[src/rtl/cache_perf_pkg.sv]
// Shared definitions for the cache performance counter bank: event channel
// indices, default channel count and small index/width helpers.
package cache_perf_pkg;

  typedef enum logic [2:0] {
    EV_HIT       = 3'd0,
    EV_MISS      = 3'd1,
    EV_READ      = 3'd2,
    EV_WRITE     = 3'd3,
    EV_WRITEBACK = 3'd4
  } cache_event_e;

  localparam int NUM_CACHE_EVENTS = 5;

  // Read-select width; a single channel still gets a one-bit select.
  function automatic int sel_width(input int num_events);
    return (num_events > 1) ? $clog2(num_events) : 1;
  endfunction

  // Low bit of channel idx inside the flat shadow bus.
  function automatic int shadow_lsb(input int idx, input int xlen);
    return idx * xlen;
  endfunction

endpackage

[src/rtl/cache_perf_counters_if.sv]
// Bus between the cache controller (master) and the counter bank (slave):
// event pulses, control strobes, the read port and the shadow value bus.
interface cache_perf_counters_if
  import cache_perf_pkg::*;
#(
  parameter int NUM_EVENTS = NUM_CACHE_EVENTS,
  parameter int XLEN       = 32
);
  localparam int SEL_W = sel_width(NUM_EVENTS);

  // No handshake: every strobe acts on the edge it is sampled high, and a
  // read select issued in cycle n returns rd_data in cycle n+1, every cycle.
  logic [NUM_EVENTS-1:0]      event_i;
  logic                       count_en;
  logic                       clear;
  logic                       snapshot;
  logic [SEL_W-1:0]           rd_sel;
  logic                       rd_shadow;
  logic [XLEN-1:0]            rd_data;
  logic [NUM_EVENTS-1:0]      overflow;
  logic [NUM_EVENTS*XLEN-1:0] shadow_values;

  modport master (
    output event_i, count_en, clear, snapshot, rd_sel, rd_shadow,
    input  rd_data, overflow, shadow_values
  );

  modport slave (
    input  event_i, count_en, clear, snapshot, rd_sel, rd_shadow,
    output rd_data, overflow, shadow_values
  );

endinterface

[src/rtl/perf_counter.sv]
// One performance counter channel: live count, shadow copy and a sticky
// overflow flag, with clear taking priority over increment.
module perf_counter #(
  parameter int XLEN     = 32,
  parameter int SATURATE = 0
) (
  input  logic            clk,
  input  logic            reset,
  input  logic            inc,
  input  logic            clear,
  input  logic            snapshot,
  output logic [XLEN-1:0] live,
  output logic [XLEN-1:0] shadow,
  output logic            overflow
);

  localparam logic [XLEN-1:0] ONE     = XLEN'(1);
  localparam logic [XLEN-1:0] OVF_VAL = (SATURATE != 0) ? {XLEN{1'b1}} : '0;

  always_ff @(posedge clk or posedge reset) begin
    if (reset) begin
      live     <= '0;
      shadow   <= '0;
      overflow <= 1'b0;
    end else begin
      // Shadow samples the pre-edge live value, so snapshot+clear is a
      // race-free read-and-reset.
      if (snapshot) shadow <= live;
      if (clear) begin
        live     <= '0;
        overflow <= 1'b0;
      end else if (inc) begin
        if (&live) begin
          live     <= OVF_VAL;
          overflow <= 1'b1;
        end else begin
          live <= live + ONE;
        end
      end
    end
  end

endmodule

[src/rtl/cache_perf_counters.sv]
// Cache performance counter bank: NUM_EVENTS independent channels, a
// registered indexed read port and the flat shadow value bus.
module cache_perf_counters
  import cache_perf_pkg::*;
#(
  parameter int NUM_EVENTS = NUM_CACHE_EVENTS,
  parameter int XLEN       = 32,
  parameter int SATURATE   = 0
) (
  input logic                  clk,
  input logic                  reset,
  cache_perf_counters_if.slave bus
);

  localparam int SEL_W  = sel_width(NUM_EVENTS);
  localparam int NSLOTS = 2 ** SEL_W;

  // Unused select codes map to zero-valued slots, so no range check is needed.
  logic [XLEN-1:0] live_arr   [NSLOTS];
  logic [XLEN-1:0] shadow_arr [NSLOTS];
  logic [XLEN-1:0] rd_next;

  for (genvar i = 0; i < NSLOTS; i++) begin : g_ch
    if (i < NUM_EVENTS) begin : g_real
      logic ovf;
      perf_counter #(
        .XLEN     (XLEN),
        .SATURATE (SATURATE)
      ) u_cnt (
        .clk      (clk),
        .reset    (reset),
        .inc      (bus.count_en & bus.event_i[i]),
        .clear    (bus.clear),
        .snapshot (bus.snapshot),
        .live     (live_arr[i]),
        .shadow   (shadow_arr[i]),
        .overflow (ovf)
      );
      assign bus.overflow[i] = ovf;
      assign bus.shadow_values[shadow_lsb(i, XLEN) +: XLEN] = shadow_arr[i];
    end else begin : g_pad
      assign live_arr[i]   = '0;
      assign shadow_arr[i] = '0;
    end
  end

  always_comb begin
    rd_next = bus.rd_shadow ? shadow_arr[bus.rd_sel] : live_arr[bus.rd_sel];
  end

  always_ff @(posedge clk or posedge reset) begin
    if (reset) bus.rd_data <= '0;
    else       bus.rd_data <= rd_next;
  end

endmodule

[src/flat_wrapper.sv]
// flat-port wrapper written by rule: the top's interface ports become plain ports
module cache_perf_counters_flat import cache_perf_pkg::*;
#(
  parameter int NUM_EVENTS = NUM_CACHE_EVENTS,
  parameter int XLEN       = 32,
  parameter int SATURATE   = 0
)
  (clk, reset, bus_event_i, bus_count_en, bus_clear, bus_snapshot, bus_rd_sel, bus_rd_shadow, bus_rd_data, bus_overflow, bus_shadow_values);
  cache_perf_counters_if #(.NUM_EVENTS(NUM_EVENTS), .XLEN(XLEN)) bus_i ();
  input logic clk;
  input logic reset;
  input wire logic [$bits(bus_i.event_i)-1:0] bus_event_i;
  input wire logic [$bits(bus_i.count_en)-1:0] bus_count_en;
  input wire logic [$bits(bus_i.clear)-1:0] bus_clear;
  input wire logic [$bits(bus_i.snapshot)-1:0] bus_snapshot;
  input wire logic [$bits(bus_i.rd_sel)-1:0] bus_rd_sel;
  input wire logic [$bits(bus_i.rd_shadow)-1:0] bus_rd_shadow;
  output wire logic [$bits(bus_i.rd_data)-1:0] bus_rd_data;
  output wire logic [$bits(bus_i.overflow)-1:0] bus_overflow;
  output wire logic [$bits(bus_i.shadow_values)-1:0] bus_shadow_values;
  assign bus_i.event_i = bus_event_i;
  assign bus_i.count_en = bus_count_en;
  assign bus_i.clear = bus_clear;
  assign bus_i.snapshot = bus_snapshot;
  assign bus_i.rd_sel = bus_rd_sel;
  assign bus_i.rd_shadow = bus_rd_shadow;
  assign bus_rd_data = bus_i.rd_data;
  assign bus_overflow = bus_i.overflow;
  assign bus_shadow_values = bus_i.shadow_values;
  cache_perf_counters #(.NUM_EVENTS(NUM_EVENTS), .XLEN(XLEN), .SATURATE(SATURATE)) u_core (.clk(clk), .reset(reset), .bus(bus_i));
endmodule
[config.mk]
export PLATFORM = sky130hd
export DESIGN_NAME = cache_perf_counters_flat
export DESIGN_NICKNAME = d
export VERILOG_FILES = /design/src/rtl/cache_perf_pkg.sv /design/src/rtl/cache_perf_counters_if.sv /design/src/rtl/perf_counter.sv /design/src/rtl/cache_perf_counters.sv /design/src/flat_wrapper.sv
export SDC_FILE = /design/constraint.sdc
export NUM_CORES = 1
export LEC_CHECK = 0
export BUFFER_PORTS_ARGS = -buffer_cell sky130_fd_sc_hd__buf_4
export CORE_UTILIZATION = 30
export CTS_CLUSTER_SIZE = 8
export DETAILED_ROUTE_END_ITERATION = 10
export HOLD_SLACK_MARGIN = 0.02
export PLACE_DENSITY = 0.51
export SLEW_MARGIN = 25
export SYNTH_ARGS = -nofsm -noshare
export SYNTH_HDL_FRONTEND = slang
export SYNTH_SLANG_ARGS = --single-unit
[constraint.sdc]
create_clock -name clk -period 20.3 [get_ports clk]
set_clock_uncertainty 0.15 [all_clocks]
set_input_delay 2.03 -clock clk [delete_from_list [all_inputs] [get_ports clk]]
set_output_delay 2.03 -clock clk [all_outputs]
set_load 0.005 [all_outputs]
======== Word-level counts from Yosys, hierarchy flattened ========
Cells that the tools add are included.
cells by class
  $add $sub $neg .......................... 5
  $mul .................................... 0
  div/mod/pow operators ................... 0
  order comparisons ....................... 1
  eq/ne operators ......................... 0
  shifts and indexed selects .............. 0
  muxes and demuxes ....................... 37
  bitwise operators ....................... 6
  reductions and logical operators ........ 20
operators with widths
  cell                   count
  $mux 32                20
  $bmux 32 s3            2
  $add 32x1->32 const B  5
  $reduce_and 32->1      5
  $reduce_bool 2->1      10
  $mux 1                 15
  $reduce_and 2->1       5
  $and 1x1->1            5
  $ge 4x4->1 const B     1
  $not 3->4              1
storage, ports and cells
  register bits after elaboration ......... 357
  bits in latches ......................... 0
  memory bits (writable) .................. 0
  memory bits (read-only) ................. 0
  input bits .............................. 14
  logic and storage cells ................. 85
  memories kept ........................... 0

======== Depth between registers and ports, before layout ========
Gate-level depths: netlist of the first run.
  word-level depth ........................ 5
  mapped depth ............................ 8
  gate-level depth less buffers ........... 6

======== Modules after synthesis ========
A second synthesis of the first run with hierarchy kept.
second synthesis, totals
  cell total of the unflattened synthesis .. 1,595
  area total of the unflattened synthesis .. 18,107.4 um2
modules (own cells, without submodules)
  module                                           times used  cells an instance  area each (um2)
  perf_counter at u_core.g_ch[0].g_real.u_cnt ...  4           241                2,886.5
  cache_perf_counters                              1           376                3,627.2
  perf_counter at u_core.g_ch[4].g_real.u_cnt      1           255                2,934.1

======== Least setup slack after synthesis of the first run ========
No wires, ideal clock.
  path type ............................... in2reg
  start ................................... input port bus_count_en
  end ..................................... register u_core.g_ch[2].g_real.u_cnt.live[28]
  library setup time ...................... 0.080 ns
  arrival time ............................ 3.691 ns
  setup slack ............................. 16.378 ns
  stages on the path ...................... 7
  path buffers ............................ 2
  path through ............................ clkbuf_1 and2_0 clkbuf_1 o21ai_1 or3_4 or4_1 a21oi_1
on the way
  longest elaborated chain between the ends .. 2
RTL lines
  element                             line                       text
  from (decl)                         flat_wrapper.sv:13         input wire logic [$bits(bus_i.count_en)-1:0] bus_count_en;
  $and 1x1->1                         cache_perf_counters.sv:32  .inc (bus.count_en & bus.event_i[i]),
  $reduce_bool 2->1 (no source line)  -
  to (signal assigned)                perf_counter.sv:37         live <= live + ONE;
  to (decl)                           perf_counter.sv:12         output logic [XLEN-1:0] live,
No other way between the ends.
A chain may end at the register's enable or synchronous reset.

======== Final worst setup path of the first run ========
  start ................................... input port bus_rd_shadow
  end ..................................... register u_core.bus.rd_data[23]
on the way
  longest elaborated chain between the ends .. 1
RTL lines
  element                 line                          text
  from (decl)             flat_wrapper.sv:17            input wire logic [$bits(bus_i.rd_shadow)-1:0] bus_rd_shadow;
  $mux 32                 cache_perf_counters.sv:48     rd_next = bus.rd_shadow ? shadow_arr[bus.rd_sel] : live_arr[bus.rd_sel];
  net u_core.rd_next[23]  cache_perf_counters.sv:21     logic [XLEN-1:0] rd_next;
  to (signal assigned)    cache_perf_counters.sv:53     else bus.rd_data <= rd_next;
  to (decl)               cache_perf_counters_if.sv:30  output rd_data, overflow, shadow_values
The timed path passes the listed nets, and every way through them passes these cells.

==> flow_summary_export.csv, run 1 <==
group,metric,value,unit
final_layout,fin_nets,1789,
placement,place.port_buffers,210,
clock_tree,hold_buffers,0,
worst_setup_path,critPathArrivalTime,4.24,ns
pwr,power_density,71.55,nW/um^2
drt,wl_per_cell,25.38,um
yosys,ys_types,55,
job,maxCapViolations,0,
global_route,grt_use_total,21.44,%
floorplanning,pin_count,211,
worst_setup_path,rr_startpoint,"u_core.g_ch[4].g_real.u_cnt.live[3]$_DFFE_PP0P_",
drt,dr.pass1.iters,7,
floorplanning,core_area,58250,um^2
pwr,irDropWorstVdd,0.05885,mV
clock_tree,cts_resized,0,
worst_setup_path,cp_data_required_time,20.59,ns
floorplanning,dieArea,60380,um^2
clock_tree,clk_latency,0.58,ns
worst_setup_path,path_max_fanout,62,
clock_tree,post_cts_buffers,0,
yosys,synth_top_cell_area_share,50.13,%
yosys,synth_area,17820,um^2
worst_setup_path,crit_chain,"buf_4 -> buf_6 -> mux4_2 -> a21oi_1 -> o21ai_0",
clock_tree,cts.sinks,357,
global_route,overflow,0,
yosys,async_flop_share,100.0,%
yosys,syn_inst,1590,
clock_tree,clock-root-buffer,"clkbuf_16",
timing,finalSetupViolCount,0,
timing,max_freq,252.6,MHz
timing,relSlewSlack,33.86,%
timing,grt_setup_unrepaired,"false",
timing,worstMarginPinSlew,0.9921,ns
yosys,yosysMostFrequentCell,"dfrtp_1",
timing,period_share,19.50,%
clock_tree,cts_tree,"yes",
pwr,leakage,9.515,nW
timing,finalHoldViolations,0,
final_layout,layout-drive-gt1-share,29.33,%
floorplanning,start_util,30.59,%
worst_setup_path,r2r-end,"u_core.g_ch[4].g_real.u_cnt.live[13]$_DFFE_PP0P_",
timing,tns,0,ns
yosys,synth_commonest_cells,"dfrtp_1 (357), nor2_1 (184), mux2_2 (160), nand2_1 (119), nand3_1 (79)",
worst_hold_path,min_path_cells,2,
worst_setup_path,max_stage_delay,0.63,ns
worst_setup_path,cp_num_buf_inv,2,
worst_setup_path,regToRegSetupSlack,16.99,ns
worst_hold_path,hp-start,"u_core.g_ch[3].g_real.u_cnt.overflow$_DFFE_PP0P_",
clock_tree,clk_pin_slew_worst_paths,0.05,ns
worst_setup_path,cpLargestDelayFamily,"buffers and inverters",
timing,slew_viol_final,0,
yosys,synthFlopType,"dfrtp_1",
placement,dp_hpwl,47410,um
drt,drtIter0Drc,1211,
global_route,grt_pass1_vias,13870,
floorplanning,die_width,245.7,um
yosys,yosys_warnings,0,
global_route,grt_pass1_wl,95770,um
yosys,syn-num-nets,1609,
drt,via_per_inst,5.436,
placement,dp_cells,2482,
worst_setup_path,worstRegToRegCells,6,
run_status,status,"complete, no violations",
clock_tree,htreeDepth,2,
floorplanning,die_height,245.7,um
final_layout,areaGrowthSynthToFinish,20.27,%
global_route,antenna_found_initial,0,
worst_setup_path,worst-setup-path-type,"input port to flop",
drt,drc,0,
clock_tree,numCtsBuffers,50,
yosys,synth_edf_count,0,
worst_setup_path,cpMaxStageDelayCell,"buf_6",
worst_hold_path,hold_path_class,"flop to flop",
floorplanning,row_count,88,
drt,wl,64450,um
yosys,synthTopCellsByArea,"dfrtp_1 (50%), mux2_2 (10%), mux4_2 (8.1%), nor2_1 (3.9%), xor2_1 (3.5%)",
yosys,syn_avg_cell_area,11.21,um^2
global_route,grt_max_degree,188,
worst_setup_path,crit_path_end_kind,"flop",
drt,antenna_left,0,
worst_hold_path,min_to,"u_core.g_ch[3].g_real.u_cnt.overflow$_DFFE_PP0P_",
clock_tree,clockBufferDepth,3,
drt,vias,13800,
placement,routabilityCongestion,0.8816,
yosys,seq_area_frac_synth,50.13,%
yosys,ys_ff_latch,357,
final_layout,stdcell_count,2539,
timing,fin_crit,3.959,ns
yosys,yosys.area.top_type,"dfrtp_1",
timing,fin_hold_ws,0.3707,ns
worst_setup_path,start_kind,"input port",
[placed cells by master (no fill, tap or decap), types with 3 or more instances in the layout]
master     instances
nand4_1           55
a22oi_1            3
a41oi_1            3
nor2b_1            3
mux2_2           160
or3_1             20
nand3_1           79
o21ai_0           57
ha_1               5
xor2_1            72
a21oi_1           62
xnor2_1           45
nor3_1            23
o31ai_1           12
mux2i_1           33
or4_1             15
nor2_1           184
clkbuf_16         51
inv_1             22
and4_1            13
and3_1            14
a31oi_1            3
nand2_1          119
nor4_1            23
clkbuf_1           3
dfrtp_1          357
and2_1             7
mux4_2            64
buf_4            221
[worst reg2reg max path, delay by kind of cell, from the launching register on]
family / cells / cell delay (ns)
flip-flops: 1 / 0.53
AND/OR/NAND/NOR: 4 / 1.54
buffers and inverters: 1 / 0.31
AO/OA/AOI/OAI: 1 / 0.65
[stage by stage]
| step | setup slack (ns) | cell area (um^2) | power, mW | utilization [%] |
|---|---|---|---|---|
| floorplan | 8.215 | 17820 | 0.7790 | - |
| global placement | 15.58 | 20080 | 0.8037 | 34.48 |
| detailed placement | 15.50 | 20100 | 0.8049 | 34.50 |
| CTS | 16.14 | 21390 | 1.553 | 36.73 |
| global route | 16.23 | 21430 | 1.586 | 36.79 |
| finish | 16.34 | 21430 | 1.533 | 36.80 |
[kinds of logic (layout without fill, tap and decap cells)]
group,Yosys count,after routing,share of synthesized area (%)
and+or+nand+nor,575,575,15.80
DFF,357,357,50.13
muxes,257,257,20.05
AOI/OAI and AO/OA,158,158,5.126
buffers and inverters,121,304,2.787
xor gates and xnor gates,117,117,5.751
adders and majority gates,5,5,0.3511
other,0,1,0
[report_power, final]
group	internal (mW)	leakage [nW]	switching [mW]	total, mW
registers	0.716	4.98	0.00513	0.721
clock network	0.439	0.637	0.302	0.741
logic	0.0216	3.90	0.0498	0.0714
total	1.18	9.52	0.357	1.53
[registers in the layout, indices dropped and copies added, names as in the netlist]
name,cells
u_core.g_ch.g_real.u_cnt.live,160
u_core.bus.rd_data,32
u_core.g_ch.g_real.u_cnt.shadow,160
u_core.g_ch.g_real.u_cnt.overflow,5
[worst max path at each step]
stage                  start                                to  slack, ns  depth (start not counted)
2_1_floorplan          reset   u_core.bus.rd_data[0]$_DFF_PP0_       8.21                          1
3_3_place_gp   bus_rd_shadow   u_core.bus.rd_data[9]$_DFF_PP0_      15.58                          6
3_5_place_dp   bus_rd_shadow  u_core.bus.rd_data[20]$_DFF_PP0_      15.50                          5
4_1_cts        bus_rd_shadow  u_core.bus.rd_data[20]$_DFF_PP0_      16.14                          5
5_1_grt        bus_rd_sel[0]   u_core.bus.rd_data[9]$_DFF_PP0_      16.23                          7
6_report       bus_rd_shadow  u_core.bus.rd_data[23]$_DFF_PP0_      16.34                          5
[cell type report]
class / instances / area [um^2]
Antenna cell: 1 / 2.502
Multi-Input combinational cell: 1112 / 8406
Clock inverter: 1 / 8.758
Sequential cell: 357 / 8934
Clock buffer: 54 / 1287
Fill cell: 5696 / 36810
Timing Repair Buffer: 226 / 1743
Inverter: 23 / 93.84
Tap cell: 765 / 957.2
[per-layer routing]
layer  up-vias  share of wire (%)  routed length, um  track usage (%)
met4         0                2.8               1829            6.851
met2       500                 50              31910            36.26
li1       6071                  -                  -                -
met5         -                  0                  0                0
met3        81                5.6               3613            3.361
met1      7151                 42              27090            27.93
No activity file was read; power rests on OpenSTA's default activity.
==> run 2: changes to the inputs <==
--- a/config.mk
+++ b/config.mk
@@ -5,12 +5,13 @@
 export SDC_FILE = /design/constraint.sdc
 export NUM_CORES = 1
 export LEC_CHECK = 0
+export ABC_AREA = 1
 export BUFFER_PORTS_ARGS = -buffer_cell sky130_fd_sc_hd__buf_4
 export CORE_UTILIZATION = 30
 export CTS_CLUSTER_SIZE = 8
 export DETAILED_ROUTE_END_ITERATION = 10
 export HOLD_SLACK_MARGIN = 0.02
-export PLACE_DENSITY = 0.51
+export PLACE_DENSITY = 0.52
 export SLEW_MARGIN = 25
 export SYNTH_ARGS = -nofsm -noshare
 export SYNTH_HDL_FRONTEND = slang
==> constraint.sdc (replaced) <==
create_clock -name clk -period 3.31 [get_ports clk]
set_clock_uncertainty 0.15 [all_clocks]
set_input_delay 0.331 -clock clk [delete_from_list [all_inputs] [get_ports clk]]
set_output_delay 0.331 -clock clk [all_outputs]
set_load 0.005 [all_outputs]
==> run 2 against run 1 <==
  * Register-to-register slack worse by 16 ns
  * Clock power grew to 6.5 times the previous value
  * Flip-flop and latch count stayed put
  * Critical path type unchanged
  * Largest cell class is now multi-input gates
==> flow_summary_export.csv, run 2 <==
group,metric,value,unit
worst_setup_path,regToRegSetupSlack,1.02,ns
run_status,status,"complete, no violations",
worst_hold_path,hold_path_class,"input port to flop",
global_route,overflow,0,
pwr,power_density,435.8,nW/um^2
global_route,grt_pass1_wl,115700,um
worst_setup_path,path_max_fanout,17,
timing,max_freq,395.4,MHz
final_layout,layout_common_cells,"nand2_1 (694), nor2_1 (401), dfrtp_1 (357), inv_1 (301), o21ai_0 (293)",
pwr,finalPower,10.35,mW
timing,tns,0,ns
worst_setup_path,crit_path_end_kind,"flop",
pwr,p_seq_share,44.9,%
worst_setup_path,r2r-end,"u_core.g_ch[0].g_real.u_cnt.live[24]$_DFFE_PP0P_",
worst_setup_path,critPathArrivalTime,2.82,ns
timing,slew_viol_final,0,
yosys,synth_top_cell_area_share,44.82,%
clock_tree,clk_latency,0.61,ns
drt,dr.pass1.iters,6,
pwr,p_comb_share,8.9,%
pwr,internal-power,7.584,mW
worst_setup_path,critPathCapture,"u_core.g_ch[0].g_real.u_cnt.live[11]$_DFFE_PP0P_",
clock_tree,htreeDepth,2,
pwr,power_switching,2.764,mW
clock_tree,clock-root-buffer,"clkbuf_16",
drt,wl,78080,um
worst_setup_path,cp_data_required_time,3.60,ns
floorplanning,row_count,94,
timing,fin_crit,2.529,ns
clock_tree,numCtsBuffers,51,
clock_tree,cts.sinks,357,
timing,period_share,76.40,%
yosys,syn_avg_cell_area,7.208,um^2
global_route,antenna_found_initial,0,
timing,worst_slack,0.7812,ns
floorplanning,die_width,259.8,um
clock_tree,cts_resized,0,
final_layout,layout_commonest_cell,"nand2_1",
final_layout,areaGrowthSynthToFinish,19.15,%
pwr,irDropWorstVdd,0.3162,mV
yosys,yosys_warnings,0,
drt,wl_per_cell,20.49,um
yosys,synthFlopType,"dfrtp_1",
global_route,grt_pass1_vias,17850,
placement,dp_hpwl,59690,um
pwr,leakage,10.28,nW
yosys,synthTopCellsByArea,"dfrtp_1 (45%), nand2_1 (13%), nor2_1 (7.6%), o21ai_0 (7.4%), inv_1 (5.7%)",
yosys,yosysMostFrequentCell,"nand2_1",
drt,drc,0,
floorplanning,dieArea,67470,um^2
yosys,ys_ff_latch,357,
timing,worstMarginPinSlew,0.7898,ns
timing,grt_setup_unrepaired,"false",
placement,place.port_buffers,210,
floorplanning,pin_count,211,
worst_setup_path,worstRegToRegCells,8,
global_route,grt_use_total,22.89,%
worst_setup_path,worst-setup-path-type,"input port to flop",
final_layout,fillers,7003,
clock_tree,cts_tree,"yes",
final_layout,fin_nets,2959,
drt,antenna_left,0,
yosys,ys_types,36,
final_layout,num_antenna_cells,0,
floorplanning,start_util,30.31,%
floorplanning,die_height,259.8,um
timing,finalHoldViolations,0,
timing,finalSetupViolCount,0,
yosys,synth_area,19930,um^2
clock_tree,clk_pin_slew_worst_paths,0.05,ns
yosys,seq_area_frac_synth,44.82,%
drt,via_per_inst,5.025,
yosys,syn_inst,2765,
worst_setup_path,rr_startpoint,"u_core.g_ch[0].g_real.u_cnt.live[0]$_DFFE_PP0P_",
drt,vias,19150,
yosys,synth_commonest_cells,"nand2_1 (694), nor2_1 (402), dfrtp_1 (357), inv_1 (302), o21ai_0 (293)",
worst_setup_path,critPathLaunch,"bus_clear",
pwr,sw_frac_of_total,26.71,%
yosys,yosys.area.top_type,"dfrtp_1",
yosys,syn-num-nets,2784,
floorplanning,core_area,65750,um^2
worst_setup_path,start_kind,"input port",
global_route,grt_max_degree,128,
pwr,clkPwrFrac,46.3,%
final_layout,largestRegisters,"u_core.g_ch.g_real.u_cnt.live (160), u_core.g_ch.g_real.u_cnt.shadow (160), u_core.bus.rd_data (32)",
yosys,synth_edf_count,0,
yosys,async_flop_share,100.0,%
timing,relSlewSlack,47.35,%
final_layout,layout-drive-gt1-share,13.51,%
placement,dp_worst_setup_slack,0.7417,ns
final_layout,final_core_util,36.12,%
placement,routabilityCongestion,0.9234,
drt,drtIter0Drc,1951,
job,maxCapViolations,0,
clock_tree,clockBufferDepth,3,
-- run 2: metrics by stage --
stage	cells	instance area (um^2)	hold slack (ns)
after CTS	3810	23750	0.07015
after global placement	3746	22330	0.1761
after floorplan	2765	19930	0.2441
final	3810	23750	0.1045
after detailed placement	3746	22330	0.1806
after global routing	3810	23750	0.1204
-- run 2: metal layers --
layer,track usage (%),vias to the layer above,wire length (um)
met2,34.75,639,34610
li1,-,9216,-
met1,33.49,9193,36470
met3,3.207,99,4731
met5,0,-,0
met4,6.732,0,2266
-- run 2: timing repair --
item	in CTS	in global routing
setup buffers	0	0
hold buffers	5	0
endpoints found under the hold margin	81	0
-- run 2: kinds of logic (layout without fill, tap and decap cells) --
kind of cell             after synthesis  in the layout  synth area share [%]
AO/OA/AOI/OAI                        568            568                 15.07
XOR/XNOR                              44             44                 1.934
adder cells (fa/ha/maj)                5              5                0.3139
buffers and inverters                433            614                 8.820
flip-flops                           357            357                 44.82
multiplexers                          15             15                0.8475
AND/OR/NAND/NOR                     1343           1343                 28.19
-- run 2: worst min-delay path by stage --
stage                              start                                                 end  slack, ns  cells past startpoint
final                     bus_event_i[4]    u_core.g_ch[4].g_real.u_cnt.live[14]$_DFFE_PP0P_       0.10                      5
after global routing      bus_event_i[4]    u_core.g_ch[4].g_real.u_cnt.live[14]$_DFFE_PP0P_       0.12                      5
after CTS                 bus_event_i[4]    u_core.g_ch[4].g_real.u_cnt.live[14]$_DFFE_PP0P_       0.07                      5
after detailed placement           reset  u_core.g_ch[1].g_real.u_cnt.shadow[19]$_DFFE_PP0P_       0.18                      2
after global placement             reset  u_core.g_ch[1].g_real.u_cnt.shadow[19]$_DFFE_PP0P_       0.18                      2
after floorplan                bus_clear    u_core.g_ch[1].g_real.u_cnt.overflow$_DFFE_PP0P_       0.24                      1
-- run 2: power groups by stage --
stage / logic [mW] / clock network, mW / registers (mW)
after detailed placement: 0.919 / 0 / 4.71
after CTS: 0.926 / 4.89 / 4.64
after global routing: 1.01 / 5.04 / 4.65
after global placement: 0.910 / 0 / 4.71
after floorplan: 0.494 / 0 / 4.63
final: 0.916 / 4.79 / 4.65
-- run 2: worst max-delay path, stage by stage --
cell	delay, ns
dlygate4sd3_1	0.53
buf_4	0.17
inv_2	0.18
buf_4	0.26
nand2_1	0.48
nand3_1	0.23
nor2_2	0.28
nand2_1	0.11
o21ai_0	0.16
nor2_1	0.06
-- run 2: layout make-up --
cell class,count,area (um^2),share of cell area (%)
multi-input combinational,1975,9241,38.91
sequential,357,8934,37.62
timing repair buffer,246,1958,8.246
clock buffer,56,1336,5.627
inverter,309,1165,4.905
tap,864,1081,4.552
clock inverter,3,32.53,0.1370
==> run 3: changes to the inputs <==
==> constraint.sdc (replaced) <==
create_clock -name clk -period 2.2 [get_ports clk]
set_clock_uncertainty 0.15 [all_clocks]
set_input_delay 0.22 -clock clk [delete_from_list [all_inputs] [get_ports clk]]
set_output_delay 0.22 -clock clk [all_outputs]
set_load 0.005 [all_outputs]
==> run 3 against run 2 <==
  * Flip-flop and latch count is the same
  * Largest power group unchanged
  * Count of clock-buffer cells in the layout increased by 1
  * Critical path type is now flop to flop
  * Die area did not move
  * Core utilization up 1.5 points
  * Critical path depth stayed put
  * Total power increased by 53%
==> flow_summary_export.csv, run 3 (synthesis gave the netlist of run 2 again) <==
group,metric,value,unit
placement,dp_hpwl,60360,um
worst_setup_path,worstRegToRegCells,10,
timing,max_freq,480.0,MHz
floorplanning,dieArea,67470,um^2
pwr,irDropWorstVdd,0.4229,mV
drt,dr.pass1.iters,7,
timing,finalHoldViolations,0,
drt,vias,19390,
worst_hold_path,min_to,"u_core.bus.rd_data[1]$_DFF_PP0_",
placement,dp_cells,3848,
timing,fin_hold_ws,0.09569,ns
timing,worstMarginPinSlew,0.7544,ns
floorplanning,die_width,259.8,um
drt,wl,77460,um
run_status,status,"complete, no violations",
timing,slew_viol_final,0,
job,maxCapViolations,0,
final_layout,areaGrowthSynthToFinish,24.25,%
timing,relSlewSlack,49.60,%
floorplanning,row_count,94,
floorplanning,core_area,65750,um^2
placement,place.port_buffers,210,
clock_tree,cts.sinks,357,
worst_setup_path,cp_common_cell,"nand2_2",
drt,via_per_inst,4.949,
floorplanning,start_util,30.31,%
timing,finalSetupViolCount,0,
timing,grt_setup_unrepaired,"false",
global_route,grt_pass1_vias,18180,
worst_setup_path,cpLargestDelayFamily,"simple AND/OR/NAND/NOR gates",
worst_hold_path,min_path_cells,5,
final_layout,layout_commonest_cell,"nand2_1",
worst_setup_path,critPathArrivalTime,2.40,ns
global_route,grt_use_total,22.75,%
worst_hold_path,hold_path_class,"input port to flop",
global_route,overflow,0,
worst_setup_path,start_kind,"flop",
timing,worst_slack,0.1168,ns
worst_setup_path,cp_data_required_time,2.52,ns
worst_setup_path,path_max_fanout,20,
worst_setup_path,cpMaxStageDelayCell,"dfrtp_1",
clock_tree,clockBufferDepth,3,
worst_setup_path,crit_chain,"ha_1 -> inv_1 -> nor2_2 -> nand2_1 -> nor2_4 -> nand2_2 -> nand2_2 -> nand2_2 -> inv_4 -> nor2_1",
worst_setup_path,rr_startpoint,"u_core.g_ch[1].g_real.u_cnt.live[0]$_DFFE_PP0P_",
pwr,leakage,10.90,nW
worst_setup_path,max_stage_delay,0.44,ns
floorplanning,pin_count,211,
global_route,antenna_found_initial,1,
worst_hold_path,hp-start,"bus_rd_shadow",
final_layout,final_core_util,37.67,%
clock_tree,cts_tree,"yes",
global_route,grt_max_degree,71,
drt,wl_per_cell,19.76,um
timing,period_share,94.69,%
clock_tree,clk_pin_slew_worst_paths,0.06,ns
global_route,grt_pass1_wl,115600,um
clock_tree,clock-root-buffer,"clkbuf_16",
drt,antenna_left,0,
worst_setup_path,regToRegSetupSlack,0.12,ns
worst_setup_path,worst-setup-path-type,"flop to flop",
clock_tree,htreeDepth,2,
drt,drc,0,
worst_setup_path,crit_path_end_kind,"flop",
placement,dp_worst_setup_slack,0.1272,ns
worst_setup_path,critPathLaunch,"u_core.g_ch[1].g_real.u_cnt.live[0]$_DFFE_PP0P_",
placement,routabilityCongestion,0.9543,
drt,drtIter0Drc,1513,
timing,fin_crit,2.083,ns
floorplanning,die_height,259.8,um
worst_setup_path,critical_path_depth,10,
worst_setup_path,cp_num_buf_inv,2,
final_layout,layout_common_cells,"nand2_1 (693), nor2_1 (401), dfrtp_1 (357), buf_4 (321), inv_1 (301)",
clock_tree,clk_latency,0.60,ns
final_layout,stdcell_count,3919,
pwr,power_density,638.3,nW/um^2
final_layout,layout-drive-gt1-share,16.44,%
final_layout,largestRegisters,"u_core.g_ch.g_real.u_cnt.live (160), u_core.g_ch.g_real.u_cnt.shadow (160), u_core.bus.rd_data (32)",
clock_tree,numCtsBuffers,51,
worst_setup_path,r2r-end,"u_core.g_ch[1].g_real.u_cnt.live[12]$_DFFE_PP0P_",
final_layout,fin_nets,3066,
## run 3: layer usage
metal,share of wire [%],routed length (um),global-route usage [%]
met5,0,0,0
met4,2.9,2226,6.928
met3,6.3,4856,3.216
met2,44,34460,35.00
met1,46,35920,32.79
## run 3: layout make-up
| cell class | instances | area, um^2 |
|---|---|---|
| diodes | 1 | 2.502 |
| clock buffers | 57 | 1340 |
| clock inverters | 3 | 55.05 |
| fillers | 6959 | 40980 |
| inverters | 309 | 1166 |
| multi-input cells | 1975 | 9249 |
| flip-flops and latches | 357 | 8934 |
| well taps | 864 | 1081 |
| repair buffers | 353 | 2937 |
## run 3: worst max-delay path by stage
stage | endpoint | slack (ns)
3_5_place_dp | u_core.g_ch[1].g_real.u_cnt.live[24]$_DFFE_PP0P_ | 0.13
4_1_cts | u_core.g_ch[1].g_real.u_cnt.live[12]$_DFFE_PP0P_ | 0.09
6_report | u_core.g_ch[1].g_real.u_cnt.live[12]$_DFFE_PP0P_ | 0.12
2_1_floorplan | u_core.bus.rd_data[0]$_DFF_PP0_ | -2.95
3_3_place_gp | u_core.g_ch[2].g_real.u_cnt.live[27]$_DFFE_PP0P_ | 0.16
5_1_grt | u_core.g_ch[1].g_real.u_cnt.live[13]$_DFFE_PP0P_ | 0.01
## run 3: worst reg2reg max path: stages (launching register included)
cell,delay [ns]
dfrtp_1,0.44
ha_1,0.23
inv_1,0.09
nor2_2,0.15
nand2_1,0.15
nor2_4,0.19
nand2_2,0.09
nand2_2,0.06
nand2_2,0.09
inv_4,0.22
nor2_1,0.09
## run 3: power by group
part           switching [mW]  internal [mW]  total (mW)
logic                   0.993          0.588        1.58
registers               0.186           6.74        6.93
clock network            2.96           4.33        7.30
total                    4.14           11.7        15.8
## run 3: timing repair
item,in CTS,in global routing
hold buffers,10,0
gates resized for setup,0,3
hold endpoints to repair,53,0
buffers inserted,0,0
setup endpoints to repair,0,22
## run 3: stage by stage
stage	cell area, um^2	total power, mW	TNS [ns]
6_report	24760	15.81	0
5_1_grt	24760	16.35	0
4_1_cts	24750	15.95	0
3_5_place_dp	23260	8.604	0
3_3_place_gp	23260	8.602	0
2_1_floorplan	19930	7.713	-1054.69
